## src/rtl/menu_ctrl.sv

```systemverilog
// -----------------------------------------------------------------------------
// menu_ctrl
//   Front-panel menu state machine for the display/game datapath. Converts
//   debounced button levels and the datapath's exit request into the menu
//   cursor, the display mux select and a reset pulse for both games.
//
//   States: MENU (cursor moves, confirm launches), LAUNCH (games held in reset
//   for RST_CYCLES cycles), PLAY (game running until exit is held for
//   EXIT_CYCLES consecutive cycles).
//
// Ports
//   sys_clk      in   1  system clock, rising edge
//   sys_rst      in   1  synchronous active-high reset
//   button_up    in   1  debounced level, moves cursor back (mod 2)
//   button_down  in   1  debounced level, moves cursor forward (mod 2)
//   button_left  in   1  debounced level, cancel/back: nothing to cancel
//   button_right in   1  debounced level, confirm in MENU
//   exit         in   1  exit request level from datapath
//   choice       out  2  menu cursor: 0 = snake, 1 = bar game
//   vga_mux      out  2  0 = menu background, 1 = snake, 2 = bar game
//   game_rst     out  1  active-high reset to both games
//   in_game      out  1  high only in PLAY
// -----------------------------------------------------------------------------
module menu_ctrl #(
    parameter int RST_CYCLES  = 16,
    parameter int EXIT_CYCLES = 4
) (
    input  logic       sys_clk,
    input  logic       sys_rst,
    input  logic       button_up,
    input  logic       button_down,
    input  logic       button_left,
    input  logic       button_right,
    input  logic       exit,
    output logic [1:0] choice,
    output logic [1:0] vga_mux,
    output logic       game_rst,
    output logic       in_game
);

    localparam int LW = $clog2(RST_CYCLES + 1);
    localparam int EW = $clog2(EXIT_CYCLES + 1);
    localparam logic [LW-1:0] LAUNCH_LAST = LW'(RST_CYCLES - 1);
    localparam logic [EW-1:0] EXIT_DONE   = EW'(EXIT_CYCLES);

    typedef enum logic [1:0] {
        MENU   = 2'd0,
        LAUNCH = 2'd1,
        PLAY   = 2'd2
    } state_t;

    state_t         state, state_nxt;
    logic [1:0]     choice_nxt;
    logic [1:0]     vga_mux_nxt;
    logic           game_rst_nxt;
    logic           in_game_nxt;
    logic [LW-1:0]  launch_cnt, launch_cnt_nxt;
    logic [EW-1:0]  exit_cnt, exit_cnt_nxt;

    // Button order in the vectors below: {right, down, up}
    logic [2:0]     btn;
    logic [2:0]     hist;
    logic [2:0]     ev_p0;

    // Left is a cancel/back key; the menu has nothing to cancel, so it is
    // deliberately consumed without effect.
    logic           unused_left;
    assign unused_left = button_left;

    assign btn = {button_right, button_down, button_up};

    // Cursor arithmetic on a two-entry menu: both directions wrap.
    function automatic logic [1:0] cursor_prev(input logic [1:0] cur);
        return (cur == 2'd0) ? 2'd1 : 2'd0;
    endfunction

    function automatic logic [1:0] cursor_next(input logic [1:0] cur);
        return (cur == 2'd1) ? 2'd0 : 2'd1;
    endfunction

    function automatic logic [1:0] game_select(input logic [1:0] cur);
        return (cur == 2'd0) ? 2'd1 : 2'd2;
    endfunction

    // Stage p0: press events. History resets high so a button held through
    // reset (or across PLAY -> MENU) never looks like a fresh press.
    always_ff @(posedge sys_clk) begin
        if (sys_rst) begin
            hist  <= 3'b111;
            ev_p0 <= 3'b000;
        end else begin
            hist  <= btn;
            ev_p0 <= btn & ~hist;
        end
    end

    // Stage p1: state and registered outputs.
    always_ff @(posedge sys_clk) begin
        if (sys_rst) begin
            state      <= MENU;
            choice     <= 2'd0;
            vga_mux    <= 2'd0;
            game_rst   <= 1'b1;
            in_game    <= 1'b0;
            launch_cnt <= '0;
            exit_cnt   <= '0;
        end else begin
            state      <= state_nxt;
            choice     <= choice_nxt;
            vga_mux    <= vga_mux_nxt;
            game_rst   <= game_rst_nxt;
            in_game    <= in_game_nxt;
            launch_cnt <= launch_cnt_nxt;
            exit_cnt   <= exit_cnt_nxt;
        end
    end

    always_comb begin
        state_nxt      = state;
        choice_nxt     = choice;
        vga_mux_nxt    = vga_mux;
        game_rst_nxt   = game_rst;
        in_game_nxt    = in_game;
        launch_cnt_nxt = launch_cnt;
        exit_cnt_nxt   = exit_cnt;

        case (state)
            MENU: begin
                vga_mux_nxt  = 2'd0;
                game_rst_nxt = 1'b1;
                in_game_nxt  = 1'b0;
                exit_cnt_nxt = '0;
                // Confirm takes priority and freezes the cursor.
                if (ev_p0[2]) begin
                    state_nxt      = LAUNCH;
                    launch_cnt_nxt = '0;
                    vga_mux_nxt    = game_select(choice);
                end else if (ev_p0[0] && !ev_p0[1]) begin
                    choice_nxt = cursor_prev(choice);
                end else if (ev_p0[1] && !ev_p0[0]) begin
                    choice_nxt = cursor_next(choice);
                end
            end

            LAUNCH: begin
                game_rst_nxt = 1'b1;
                in_game_nxt  = 1'b0;
                if (exit) begin
                    state_nxt      = MENU;
                    vga_mux_nxt    = 2'd0;
                    launch_cnt_nxt = '0;
                end else if (launch_cnt == LAUNCH_LAST) begin
                    state_nxt      = PLAY;
                    game_rst_nxt   = 1'b0;
                    in_game_nxt    = 1'b1;
                    launch_cnt_nxt = '0;
                    exit_cnt_nxt   = '0;
                end else begin
                    launch_cnt_nxt = launch_cnt + 1'b1;
                end
            end

            PLAY: begin
                // Once the run of highs is complete, leave on the next edge
                // regardless of the exit level at that point.
                if (exit_cnt == EXIT_DONE) begin
                    state_nxt    = MENU;
                    vga_mux_nxt  = 2'd0;
                    game_rst_nxt = 1'b1;
                    in_game_nxt  = 1'b0;
                    exit_cnt_nxt = '0;
                end else if (exit) begin
                    exit_cnt_nxt = exit_cnt + 1'b1;
                end else begin
                    exit_cnt_nxt = '0;
                end
            end

            default: begin
                state_nxt    = MENU;
                vga_mux_nxt  = 2'd0;
                game_rst_nxt = 1'b1;
                in_game_nxt  = 1'b0;
            end
        endcase
    end

endmodule
```

## config.mk

```make
export PLATFORM = sky130hd
export DESIGN_NAME = menu_ctrl
export DESIGN_NICKNAME = d
export VERILOG_FILES = /design/src/rtl/menu_ctrl.sv
export SDC_FILE = /design/constraint.sdc
export NUM_CORES = 1
export LEC_CHECK = 0
export CAP_MARGIN = 25
export CORE_AREA = 5 5 72 54
export DETAILED_ROUTE_END_ITERATION = 6
export DIE_AREA = 0 0 77 59
export PLACE_DENSITY_LB_ADDON = 0.05
export RECOVER_POWER = 100
export SLEW_MARGIN = 15
export SYNTH_ARGS = -nofsm -noshare
export SYNTH_HDL_FRONTEND = slang
export SYNTH_SLANG_ARGS = --single-unit
```

## constraint.sdc

```tcl
create_clock -name sys_clk -period 1.5 [get_ports sys_clk]
set_clock_uncertainty 0.15 [all_clocks]
set_input_delay 0.375 -clock sys_clk [delete_from_list [all_inputs] [get_ports sys_clk]]
set_output_delay 0.375 -clock sys_clk [all_outputs]
set_load 0.005 [all_outputs]
```

# Word level (Yosys, flattened, before mapping)
# Cells that the tools add are included.
[classes]
addsub = 2
muxes = 30
n_reduce_logical = 14
n_eq_ne = 11
bitwise_logic = 3
[op_table]
columns = ["cell", "count"]
rows = [
  ["two-way mux 2 bit", 9],
  ["two-way mux 5 bit", 3],
  ["two-way mux 3 bit", 4],
  ["case mux 2 bit (3 select lines)", 2],
  ["!= test 2 bit, second input constant", 5],
  ["case mux 5 bit (2 select lines)", 1],
  ["case mux 3 bit (3 select lines)", 1],
  ["AND reduction 3 bit", 3],
  ["two-way mux 1 bit", 8],
  ["adder 5 x 1 -> 5 bit, second input constant", 1],
  ["equality test 5 x 4 -> 1 bit, second input constant", 1],
  ["equality test 2 x 1 -> 1 bit, second input constant", 2],
  ["zero test 2 bit", 2],
  ["case mux 1 bit (2 select lines)", 2],
  ["AND reduction 2 bit", 2],
  ["nonzero test 2 bit", 2],
  ["adder 3 x 1 -> 3 bit, second input constant", 1],
  ["bitwise AND 3 bit", 1],
  ["equality test 3 bit, second input constant", 1],
  ["!= test 3 bit, second input constant", 1],
  ["inverter 3 bit", 1],
  ["nonzero test 3 bit", 1],
  ["equality test 2 bit, second input constant", 1],
  ["logical AND 1 bit", 2],
  ["other kinds (2)", 3],
]
[word_totals]
register_bits = 22
inputBits = 7
out_inout_bits = 6

# Longest topological paths before layout
[depth]
depth_word = 4
mapped_depth = 6
depth_no_buf = 6

# Worst setup path before layout
# OpenSTA, ideal clock, no wires.
[synth_path]
path_type = "reg2reg"
from = "register launch_cnt[0]"
to = "register exit_cnt[1]"
path_buffers = 0
t_arrival_ns = 1.263
setup_ns = 0.114
stages_incl_launch_ff = 6
path_slack_ns = -0.026
path_cell_list = "dfxtp_1 ha_1 nand3_2 o41ai_1 o21ai_1 nor2b_1"
[synth_via]
elab_chain_cells = 3
[synth_lines]
columns = ["item", "line", "text"]
rows = [
  ["start, declared", "57", "logic [LW-1:0] launch_cnt, launch_cnt_nxt;"],
  ["start signal, assigned", "113", "launch_cnt <= launch_cnt_nxt;"],
  ["equality test 5 x 4 -> 1 bit", "152", "end else if (launch_cnt == LAUNCH_LAST) begin"],
  ["!= test 2 bit (no line)", "--", ""],
  ["AND reduction 3 bit (no line)", "--", ""],
  ["end signal, assigned", "114", "exit_cnt <= exit_cnt_nxt;"],
  ["end, declared", "58", "logic [EW-1:0] exit_cnt, exit_cnt_nxt;"],
]
# Every way passes these cells.
# A chain may end at the register's enable or synchronous reset.

# Worst setup path in the final report
[layout_path]
from = "register launch_cnt[1]"
to = "register exit_cnt[1]"
# The elaborated chain is that of the path after synthesis.

==> key figures <==
Status
  • Status: finished, final reports clean

Routing
  • Drt first pass iters: 4
  • DRC: 0
  • Final wirelength: 1829 um
  • Via count: approximately 700
  • DR WL/cell: 11.72 um
  • Met2 WL: 693 um
  • Top Metal Used: met4
  • Post-Route M1 WL: around 1000 um
  • Via/cell ratio: between 4 and 5
  • Initial drt markers: 26
  • Metal3 WL: between 90 and 100 um
  • ANT nets after route: 0

Pwr
  • Lkg Pwr: 0.4610 nW
  • Peak VDD IR: 336.5 uV
  • Power Density: around 830 mW/mm^2

Clock tree
  • Root cell of the clock tree: clkbuf_8
  • Clock slew at reported path FFs: ~0.08 ns
  • CTS tree: yes
  • TritonCTS Sinks: 21
  • H-Tree Level Count: 1
  • Cts hold-fix bufs: 0
  • CTS buffer count: 3
  • Clock tree buffer depth: 2
  • Clock latency on the worst-skew pair: approximately 0.26 ns

STA
  • Max Fclk: a little under 700 MHz
  • Minimum clock period: ~1.5 ns
  • Max Slew Vio Count: 0
  • Setup TNS Final: 0 ns
  • Post-route clock period utilization: between 90% and 100%
  • Final hold vios: 0
  • Unrepaired setup endpoints after global routing: true
  • Final setup margin: around 0.046 ns
  • Final setup viols: 0

Global route
  • Vias in the first global route: roughly 640
  • Global-route wire length before repair: ~3000 um
  • Antenna violations before repair: 0
  • Global route overflow: 0
  • Gr usage total: approximately 8.4%
  • Largest net degree at the start of global routing: 22

Synthesis
  • Yosys reg bits: 21
  • Syn Nets: about 110
  • Mean area per synthesized cell: ~9.5 um^2
  • Synth Flop Type: dfxtp_1
  • Post-Syn Area: approximately 900 um^2
  • Sequential area share after synthesis: 46.93%
  • Synthesis warning total: 0
  • EDFF count, synth: 0
  • Asr flop ratio synth: 0%
  • Synth Instances: between 90 and 100
  • Yosys cell types: 33

Setup path
  • Setup CP Type: reg2reg
  • CP max stage cell: dfxtp_2
  • Crit-path max cell delay: between 0.3 and 0.4 ns
  • Worst EP arrival: around 1.5 ns
  • Crit path required time: 1.51 ns
  • Critical Path, Cell by Cell: ha_4 > nand3_4 > o41ai_2 > buf_4 > o21ai_2 > nor2b_1
  • Endpoint class of the critical path: flip-flop
  • CP Launch Type: flip-flop
  • CP max FO: 3

Die
  • Core Region: between 0.003 and 0.004 mm^2
  • Die Ht: 59 um
  • Initial Util: 29.05%
  • Std-Cell Rows: 17
  • Die ar.: between 0.004 and 0.005 mm^2
  • IO Pins: 13
  • Die Span X: between 70 and 80 um

Placed design
  • I/O Buffers: 10
  • Post-place setup slack: -0.3843 ns
  • Hpwl dp: around 1300 um
  • GPL Wtd Cong: 0.6642

Final layout
  • Share of layout cells above drive strength 1: 31.36%
  • Diode count: 0
  • Synth-to-layout area growth: 36.73%
  • # nets final: 130

Job
  • Max-cap violations: 0

Min path
  • HP Class: reg2reg
[sequential cells by signal, summed over array words and instances, names as in the netlist]
signal and flops:
choice 1, ev_p0 3, exit_cnt 3, game_rst 1, hist 3, in_game 1
launch_cnt 5, state 2, vga_mux 2
[logic make-up (layout without fill, tap and decap cells)]
| family | Yosys count | after routing | synth area share (%) |
|---|---|---|---|
| XOR/XNOR | 1 | 1 | 0.9778 |
| flip-flops | 21 | 21 | 46.93 |
| buffers and inverters | 7 | 31 | 3.771 |
| AO/OA/AOI/OAI | 21 | 21 | 15.92 |
| AND/OR/NAND/NOR | 39 | 39 | 26.40 |
| adder cells (fa/ha/maj) | 4 | 4 | 5.587 |
| other | 1 | 1 | 0.4186 |
[metal layers]
layer  vias up  GRT usage (%)
li1        375              -
met5         -              0
met3         2          3.647
met4         0          2.206
met1       307          11.76
met2        18          11.73
[worst max-delay path, delay by kind of cell (launching register included)]
kind	cells	cell delay (ns)
AND/OR/NAND/NOR	2	0.20
flip-flops	1	0.36
adder cells (fa/ha/maj)	1	0.15
AO/OA/AOI/OAI	2	0.33
buffers and inverters	1	0.17
[cells in the mapped netlist (all sizes together) (2+ instances only)]
cell type | n | share of area [%]
a211oi | 2 | 2.2
a21oi | 8 | 4.5
and3b | 2 | 2.0
buf | 2 | 1.7
clkbuf | 2 | 0.84
dfxtp | 21 | 47
ha | 4 | 5.6
inv | 3 | 1.3
nand2 | 5 | 2.1
nand3 | 6 | 4.5
nand3b | 2 | 1.7
nor2 | 8 | 3.4
nor3 | 2 | 1.1
nor3b | 5 | 5.4
o21a | 2 | 2.5
o21ai | 4 | 2.2
or2 | 4 | 2.8
or3 | 2 | 1.4
[power breakdown]
part	internal (mW)	total [mW]	switching, mW	leakage, nW
clock network	0.185	0.376	0.191	0.0255
registers	0.567	0.572	0.00526	0.173
logic	0.0390	0.0688	0.0298	0.263
total	0.791	1.02	0.226	0.461
[area by class of cell]
class	count	area [um^2]
well taps	38	47.55
inverters	3	11.26
clock buffers	3	41.29
multi-input cells	66	484.2
fillers	308	1859
clock inverters	1	5.005
flip-flops and latches	21	425.4
repair buffers	24	210.2
[final timing paths]
kind	from	to	slack, ns	depth (start not counted)
hold / removal	hist[1]	ev_p0[1]	0.25	1
hold reg to reg	hist[1]	ev_p0[1]	0.25	1
setup reg to reg	launch_cnt[1]	exit_cnt[1]	0.05	6
setup / recovery	launch_cnt[1]	exit_cnt[1]	0.05	6
[layout by cell type, fill, tap and decap left out, types with 2 or more instances in the layout]
master / synthesis / layout
clkdlybuf4s50_1: 0 / 4
nand3_1: 4 / 4
o21ai_0: 3 / 3
clkbuf_8: 0 / 3
nand3b_1: 2 / 2
or2_2: 4 / 4
dfxtp_2: 0 / 4
nor2_1: 8 / 8
ha_1: 4 / 3
inv_1: 3 / 3
a21oi_1: 8 / 8
nor3b_1: 4 / 4
dfxtp_1: 21 / 17
buf_4: 2 / 13
dlygate4sd2_1: 0 / 6
nand2_1: 5 / 5
[metrics by stage]
step           hold slack [ns]  instances  cell area (um^2)  utilization (%)  total power, mW
4_1_cts                 0.2381        155              1187            38.50            1.030
5_1_grt                 0.2483        156              1225            39.72            1.060
6_report                0.2457        156              1225            39.72            1.018
2_1_floorplan           0.2229         94             903.4                -           0.6167
3_3_place_gp            0.2283        150              1131            36.67           0.6551
3_5_place_dp            0.2310        150              1131            36.67           0.6560
[what timing repair did]
action	in CTS	in global routing
gates resized for setup	10	9
buffers inserted	1	1
endpoints found under the setup margin	17	11
pin swaps	1	4
(Power assumes the default switching activity.)
